===== config.mk =====
export PLATFORM = sky130hd
export DESIGN_NAME = fifo_burst_reader
export DESIGN_NICKNAME = d
export VERILOG_FILES = /design/src/rtl/fifo_burst_reader_pkg.sv /design/src/rtl/fifo_burst_reader_rd_buf3.sv /design/src/rtl/fifo_burst_reader.sv
export SDC_FILE = /design/constraint.sdc
export NUM_CORES = 1
export LEC_CHECK = 0
export ABC_AREA = 1
export CORE_MARGIN = 8
export CORE_UTILIZATION = 47
export DETAILED_ROUTE_END_ITERATION = 6
export DONT_BUFFER_PORTS = 1
export PLACE_DENSITY_LB_ADDON = 0.2
export SYNTH_ARGS = -nofsm -noshare
export SYNTH_HDL_FRONTEND = slang
export SYNTH_HIERARCHICAL = 1
export SYNTH_SLANG_ARGS = --single-unit

===== constraint.sdc =====
create_clock -name clk -period 10.1 [get_ports clk]
set_input_delay 2.02 -clock clk [delete_from_list [all_inputs] [get_ports clk]]
set_output_delay 2.02 -clock clk [all_outputs]
set_load 0.1 [all_outputs]

===== src/rtl/fifo_burst_reader_pkg.sv =====
`default_nettype none
// ============================================================================
// Module      : fifo_burst_reader_pkg
// Description : Shared defaults, buffer geometry and pointer helper for the
//               FIFO burst reader and its read buffer.
// Revision    : 1.0 - initial release
// ============================================================================
package fifo_burst_reader_pkg;

  localparam int unsigned c_DATA_SIZE    = 64;
  localparam int unsigned c_BURST_LEN    = 16;
  localparam int unsigned c_BUF_DEPTH    = 3;
  localparam int unsigned c_BURST_CNT_W  = 16;
  localparam int unsigned c_PTR_W        = 2;

  // Advance a buffer pointer, wrapping modulo the buffer depth.
  function automatic logic [c_PTR_W-1:0] ptr_next(input logic [c_PTR_W-1:0] p);
    return (p == c_PTR_W'(c_BUF_DEPTH - 1)) ? '0 : p + c_PTR_W'(1);
  endfunction

endpackage
`default_nettype wire


===== src/rtl/fifo_burst_reader_rd_buf3.sv =====
`default_nettype none
// ============================================================================
// Module      : fifo_burst_reader_rd_buf3
// Description : 3-entry in-order buffer with occupancy count, push/pop and a
//               head-of-queue output. Reset clears the storage so the head
//               reads as zero.
// Revision    : 1.0 - initial release
// ============================================================================
module fifo_burst_reader_rd_buf3
  import fifo_burst_reader_pkg::*;
#(
  parameter int unsigned DATA_SIZE = c_DATA_SIZE
) (
  input  logic                 clk,
  input  logic                 rst,
  input  logic                 i_push,
  input  logic [DATA_SIZE-1:0] i_push_data,
  input  logic                 i_pop,
  output logic [DATA_SIZE-1:0] o_head,
  output logic [c_PTR_W-1:0]   o_occ
);

  logic [DATA_SIZE-1:0] r_mem [c_BUF_DEPTH];
  logic [c_PTR_W-1:0]   r_wr_ptr;
  logic [c_PTR_W-1:0]   r_rd_ptr;
  logic [c_PTR_W-1:0]   r_occ;

  logic                 w_full;
  logic                 w_empty;
  logic                 w_do_push;
  logic                 w_do_pop;

  assign w_full    = (r_occ == c_PTR_W'(c_BUF_DEPTH));
  assign w_empty   = (r_occ == '0);
  // A push into a full buffer is only legal when a pop frees a slot the same
  // cycle; the upstream credit rule keeps this from ever being needed.
  assign w_do_push = i_push && (!w_full || i_pop);
  assign w_do_pop  = i_pop && !w_empty;

  // Storage, pointers and occupancy update.
  always_ff @(posedge clk) begin
    if (rst) begin
      for (int i = 0; i < int'(c_BUF_DEPTH); i++) begin
        r_mem[i] <= '0;
      end
      r_wr_ptr <= '0;
      r_rd_ptr <= '0;
      r_occ    <= '0;
    end else begin
      if (w_do_push) begin
        r_mem[r_wr_ptr] <= i_push_data;
        r_wr_ptr        <= ptr_next(r_wr_ptr);
      end
      if (w_do_pop) begin
        r_rd_ptr <= ptr_next(r_rd_ptr);
      end
      case ({w_do_push, w_do_pop})
        2'b10:   r_occ <= r_occ + c_PTR_W'(1);
        2'b01:   r_occ <= r_occ - c_PTR_W'(1);
        default: r_occ <= r_occ;
      endcase
    end
  end

  // Head-of-queue mux; the unused pointer code maps to zero.
  always_comb begin
    o_head = '0;
    case (r_rd_ptr)
      2'd0:    o_head = r_mem[0];
      2'd1:    o_head = r_mem[1];
      2'd2:    o_head = r_mem[2];
      default: o_head = '0;
    endcase
  end

  assign o_occ = r_occ;

endmodule
`default_nettype wire


===== src/rtl/fifo_burst_reader.sv =====
`default_nettype none
// ============================================================================
// Module      : fifo_burst_reader
// Description : Drains a synchronous FIFO with one-cycle read latency into a
//               3-entry buffer and re-presents the data as a valid/ready
//               stream framed into fixed-length bursts with a last marker.
// Revision    : 1.0 - initial release
// ============================================================================
module fifo_burst_reader
  import fifo_burst_reader_pkg::*;
#(
  parameter int unsigned DATA_SIZE = c_DATA_SIZE,
  parameter int unsigned BURST_LEN = c_BURST_LEN
) (
  input  logic                     clk,
  input  logic                     rst,
  input  logic                     fifo_empty,
  output logic                     fifo_rd_en,
  input  logic [DATA_SIZE-1:0]     fifo_data,
  input  logic                     fifo_valid,
  output logic [DATA_SIZE-1:0]     m_data,
  output logic                     m_valid,
  input  logic                     m_ready,
  output logic                     m_last,
  output logic [c_BURST_CNT_W-1:0] burst_cnt,
  output logic                     err
);

  localparam logic [c_BURST_CNT_W-1:0] c_LAST_BEAT = c_BURST_CNT_W'(BURST_LEN - 1);

  logic                     r_inflight;
  logic                     r_err;
  logic [c_BURST_CNT_W-1:0] r_beat_cnt;
  logic [c_BURST_CNT_W-1:0] r_burst_cnt;

  logic [c_PTR_W-1:0]       w_occ;
  logic [c_PTR_W:0]         w_credit_used;
  logic                     w_rd_en;
  logic                     w_capture;
  logic                     w_spurious;
  logic                     w_valid;
  logic                     w_accept;
  logic                     w_at_last;

  // Credit: every outstanding read owns a buffer slot, so only registered
  // state feeds the read request and m_ready never reaches fifo_rd_en.
  assign w_credit_used = {1'b0, w_occ} + {{c_PTR_W{1'b0}}, r_inflight};
  assign w_rd_en       = !rst && !fifo_empty && (w_credit_used < (c_PTR_W + 1)'(c_BUF_DEPTH));
  assign fifo_rd_en    = w_rd_en;

  assign w_capture  = fifo_valid && r_inflight;
  assign w_spurious = fifo_valid && !r_inflight;

  assign w_valid   = (w_occ != '0);
  assign w_accept  = w_valid && m_ready;
  assign w_at_last = (r_beat_cnt == c_LAST_BEAT);

  fifo_burst_reader_rd_buf3 #(
    .DATA_SIZE (DATA_SIZE)
  ) u_buf (
    .clk         (clk),
    .rst         (rst),
    .i_push      (w_capture),
    .i_push_data (fifo_data),
    .i_pop       (w_accept),
    .o_head      (m_data),
    .o_occ       (w_occ)
  );

  // Track whether a read response is due this cycle.
  always_ff @(posedge clk) begin
    if (rst) begin
      r_inflight <= 1'b0;
    end else begin
      r_inflight <= w_rd_en;
    end
  end

  // Sticky error on a response with no read outstanding.
  always_ff @(posedge clk) begin
    if (rst) begin
      r_err <= 1'b0;
    end else if (w_spurious) begin
      r_err <= 1'b1;
    end
  end

  // Burst framing: beat position and completed-burst count move only on
  // accepted beats; an open burst survives any FIFO-empty gap.
  always_ff @(posedge clk) begin
    if (rst) begin
      r_beat_cnt  <= '0;
      r_burst_cnt <= '0;
    end else if (w_accept) begin
      if (w_at_last) begin
        r_beat_cnt  <= '0;
        r_burst_cnt <= r_burst_cnt + c_BURST_CNT_W'(1);
      end else begin
        r_beat_cnt  <= r_beat_cnt + c_BURST_CNT_W'(1);
      end
    end
  end

  assign m_valid   = w_valid;
  assign m_last    = w_valid && w_at_last;
  assign burst_cnt = r_burst_cnt;
  assign err       = r_err;

endmodule
`default_nettype wire

# == After elaboration in Yosys (flattened, before gate mapping) ==
# Memory sizes are Yosys's and may differ from the RTL's.
# Cells that the tools add are included.
# op_classes
add_sub_neg,7
n_lt_le_gt_ge,1
n_eq_ne,7
mux,13
n_reduce_logical,20
# ops
cell,n
one-hot mux 64 bit (3 select lines),1
two-way mux 64 bit,1
OR reduction 64 bit,1
adder 16 x 1 -> 16 bit (second input constant),2
equality test 16 x 4 -> 1 bit (second input constant),1
two-way mux 16 bit,1
equality test 2 bit (second input constant),4
logical AND 1 bit,8
adder 2 x 1 -> 2 bit (second input constant),3
two-way mux 1 bit,6
two-way mux 2 bit,3
zero test 1 bit,5
equality test 2 x 1 -> 1 bit (second input constant),2
zero test 2 bit,2
one-hot mux 2 bit (2 select lines),1
nonzero test 2 bit,2
adder 2 x 1 -> 3 bit,1
less-than comparator 3 x 2 -> 1 bit (second input constant),1
AND reduction 2 bit,1
subtractor 2 x 1 -> 2 bit (second input constant),1
logical OR 1 bit,1
# totals
register_bits,40
ram_bits,192
in_bits,69
output_inout_bits,84
word_cells,56
mem_count,1
# memory_table
memory,words,width,read_ports,rd_clocked_by_memory_dff,write_ports,line,source
u_buf.r_mem,3,64,3,0,3,fifo_burst_reader_rd_buf3.sv:23,logic [DATA_SIZE-1:0] r_mem [c_BUF_DEPTH];

# == Logic depth before layout (Yosys ltp) ==
# depth
ltp_word,9
mapped_depth,10
mapped_depth_nobuf,10

# == Cells and area by module ==
# Netlist, hierarchy kept.
# modules_own_cells
module,n_inst,cells_per_inst,area_each_um2,seq_area_each_um2
fifo_burst_reader_rd_buf3,1,798,8395.6,5885.6
fifo_burst_reader,1,299,2005.7,680.7

# == Worst setup path after synthesis ==
# Ideal clock, no wire load.
# synth_timing
path_kind,input port to output port
from,input rst
to,output fifo_rd_en
arrival_time_ns,6.877
required_ns,8.080
setup_slack_ns,1.203
cell_stages,2
path_buffers,1
path_cell_list,clkbuf_1 a2111oi_0
# synth_between
elab_chain_cells,3
# synth_lines
element,line,source
start: declaration,fifo_burst_reader.sv:16,"input logic rst,"
zero test 1 bit,fifo_burst_reader.sv:48,assign w_rd_en = !rst && !fifo_empty && (w_credit_used < (c_PTR_W + 1)'(c_BUF_DEPTH));
logical AND 1 bit (2 in series),fifo_burst_reader.sv:48,
end: declaration,fifo_burst_reader.sv:18,"output logic fifo_rd_en,"
# Every way passes these cells.

# == Worst setup path in the final report ==
# layout_timing
from,register u_buf.r_rd_ptr[0]
to,output m_data[17]
# layout_between
elab_chain_cells,2
word_cells_on_any_way,4
cone_classes,eq/ne (2); mux (1); reduce/logical (1)
# layout_lines
element,line,source
start: declaration,fifo_burst_reader_rd_buf3.sv:25,logic [c_PTR_W-1:0] r_rd_ptr;
start signal: assignment,fifo_burst_reader_rd_buf3.sv:55,r_rd_ptr <= ptr_next(r_rd_ptr);
equality test 2 bit (tied with other cells),fifo_burst_reader_rd_buf3.sv:68,case (r_rd_ptr)
one-hot mux 64 bit (3 select lines) *,fifo_burst_reader_rd_buf3.sv:68,
end: declaration,fifo_burst_reader.sv:21,"output logic [DATA_SIZE-1:0] m_data,"
# Every way passes the cells marked *; elsewhere a longest branch is shown, timed or not.

==> summary.txt <==
VDD IR-drop max: 115 uV
GPL Wtd Cong: 0.833
Sw Share: 25.5%
Critical Path, Cell by Cell: inv_1, nor2_4, buf_4, nand2_1, nand3_1
Crit path max-delay family: simple AND/OR/NAND/NOR gates
Routed Wire Length: 24100 um
P per Cell Area: 194 nW/um^2
Most common library cells after synthesis: nand2_1, nor2_1, edfxtp_1, inv_1, nand3_1
Dominant cell type by area after synthesis: edfxtp_1
Internal Power: 1.65 mW
Crit. End Element: output port
Crit-path slowest cell: nand3_1
Share of post-route cells with drive strength above 1: 8.30%
Antenna-violating nets left: 0
CP startpoint kind: flop
Setup TNS: 0 ns
Via count of the first global-routing pass: 7276
Crit path DAT: 3.11 ns
Asr flop ratio synth: 0%
Hold buffers post-CTS: 0
Die width: 165 um
Status: completed
Final setup fails: 0
Buffers & Inverters on Critical Path: 2
Gr usage total: 17.8%
First-pass GRT wire length: 38500 um
H-tree level count: 1
FF+latch count, synth: 232
Initial Utilization: 47.8%
I/O pin count: 153
Top-area cell type share of the netlist area: 55.4%
Hold Vio Cnt, Final: 0
Avg WL per Cell: 17.3 um
Sequential power share: 48.7%
Worst-path clk slew: 0.06 ns
Mapped Area: 10400 um^2
Combinational power share: 9.1%
Syn avg cell area: 9.48 um^2
Area delta synth->final: 10.2%
Core Util, Final: 52.7%
Die H: 165 um
Worst setup path class: reg -> out
Non-Filler Instances: 1389
F_max: 195 MHz
Fin. max-slew vios: 0
Post-Synthesis Net Count: 1171
Distinct cells, synth: 30
Ys Warns: 6
Setup bufs post-CTS: 0
Starting DRT DRC Count: 470
Pin count of the biggest net entering global routing: 66
Num CTS Buffers: 25
Net switching power: 0.566 mW
Sequential share of the synthesized area: 63.1%
Worst hold path type: reg -> reg
Via count: 7233
Post-layout instance area: 11500 um^2
Layout fillers: 2016
Leak pwr: 4.61 nW
Deepest clock path buffer count: 3
Number of core rows: 54
Number of synthesized flops with an enable pin: 192
Fin crit share: 50.8%
GRT overflow: 0
Ant diodes: 0
Placed Area: 10600 um^2
Num Clock Sinks: 232
Fin Hold WS: 0.498 ns
CTS Root Cell: clkbuf_16
Cell count after placement: 1343
Clock network power share: 42.2%
CTS tree: built
# port buffers: 0
Mapped Cells: 1097
Critical Path Max Stage Delay: 0.81 ns
Antenna violations before repair: 0
Register area: 6570 um^2
DRC: 0
Post-DP HPWL: 14500 um
Nets: 1164
Drt first pass iters: 5
Fin crit period: 5.13 ns
Synth area leaders: edfxtp_1, nand2_1, nor2_1
Max Cap Viol: 0
Required @ worst endpoint: 8.08 ns
Unrepaired setup endpoints after global routing: no
Most frequent cell after synthesis: nand2_1
Avg Vias per Cell: 5.21
Least-Margin Pin Slew: 1.13 ns
Ys flop type: edfxtp_1
Multi-input gate area: 3170 um^2
Crit-path max FO: 39
Worst slew margin: 24.4%
DIE AREA: 27100 um^2
Clk_lat worst skew: 0.51 ns
Reg2reg setup slack: 7.54 ns
Resize count post-CTS: 0
Worst clock skew: 0.0136 ns
Core area: 21800 um^2
[sequential cells by signal, summed over array words and instances (netlist names)]
signal / count
burst_cnt: 16
r_beat_cnt: 16
u_buf/r_wr_ptr: 2
u_buf/o_occ: 2
u_buf/r_mem: 192
r_inflight: 1
err: 1
u_buf/r_rd_ptr: 2
[power groups by stage]
stage                     Combinational (mW)  Clock, mW  Sequential (mW)
after floorplan                        0.180          0             1.10
after global placement                 0.204          0             1.10
after detailed placement               0.205          0             1.10
after CTS                              0.205      0.959             1.08
after global routing                   0.213      0.999             1.08
final                                  0.202      0.937             1.08
[routing by layer]
layer	vias up	GRT usage, %	share of wire, %
met3	26	4.99	8.1
met4	0	3.89	1.3
met2	188	30.7	48
li1	3530	-	-
met1	3489	21.7	42
met5	-	0	0
[cells by family (layout without fill, tap and decap cells)]
family                   count (synthesis)  in the layout  share of synthesized area (%)
AO/OA/AOI/OAI                           31             31                           1.92
AND/OR/NAND/NOR                        668            668                           26.4
flip-flops                             232            232                           63.1
adder cells (fa/ha/maj)                  5              5                          0.601
XOR/XNOR                                12             12                           1.01
buffers and inverters                  149            161                           6.90
[area by class of cell]
class / instances / area share [%]
Inverter: 102 / 3.36
Clock inverter: 15 / 1.41
Sequential cell: 232 / 57.3
Tap cell: 280 / 3.06
Clock buffer: 31 / 6.10
Timing Repair Buffer: 13 / 1.16
Multi-Input combinational cell: 716 / 27.6
[placed cells by master, fill, tap and decap left out, drive strengths merged]
| cell type | synthesis | layout |
|---|---|---|
| nand4 | 12 | 12 |
| nand3 | 90 | 90 |
| xor2 | 10 | 10 |
| buf | 40 | 11 |
| nand2 | 294 | 294 |
| o21ai | 6 | 6 |
| nand3b | 1 | 1 |
| bufinv | 0 | 3 |
| xnor2 | 2 | 2 |
| nor2 | 259 | 259 |
| clkinv | 0 | 7 |
| and2 | 1 | 1 |
| clkinvlp | 0 | 3 |
| nor4 | 1 | 1 |
| a21oi | 23 | 23 |
| nor3 | 8 | 8 |
| dfxtp | 40 | 40 |
| inv | 102 | 104 |
| ha | 5 | 5 |
| edfxtp | 192 | 192 |
| nor3b | 2 | 2 |
| a2111oi | 2 | 2 |
| clkbuf | 7 | 33 |
[stage by stage]
stage / setup WS [ns] / total power [mW]
6_report: 4.97 / 2.22
5_1_grt: 4.75 / 2.30
4_1_cts: 4.90 / 2.25
3_5_place_dp: 5.36 / 1.31
3_3_place_gp: 5.37 / 1.31
2_1_floorplan: 1.20 / 1.28
[final timing paths]
path / startpoint / end / depth (start not counted)
max: u_buf/r_rd_ptr[0]$_SDFFE_PP0P_ / m_data[17] / 5
min: r_beat_cnt[10]$_SDFFE_PP0P_ / r_beat_cnt[10]$_SDFFE_PP0P_ / 2
max reg2reg: u_buf/o_occ[0]$_SDFFE_PP0P_ / u_buf/r_mem[2][0]$_SDFFCE_PN0P_ / 5
min reg2reg: r_beat_cnt[10]$_SDFFE_PP0P_ / r_beat_cnt[10]$_SDFFE_PP0P_ / 2
[tightest hold or removal path, delay by kind of cell, from the launching register on]
family | cells | cell delay [ns]
compound gates | 1 | 0.05
flops | 1 | 0.33
simple gates | 1 | 0.07
Power figures use the tool's default switching activity.
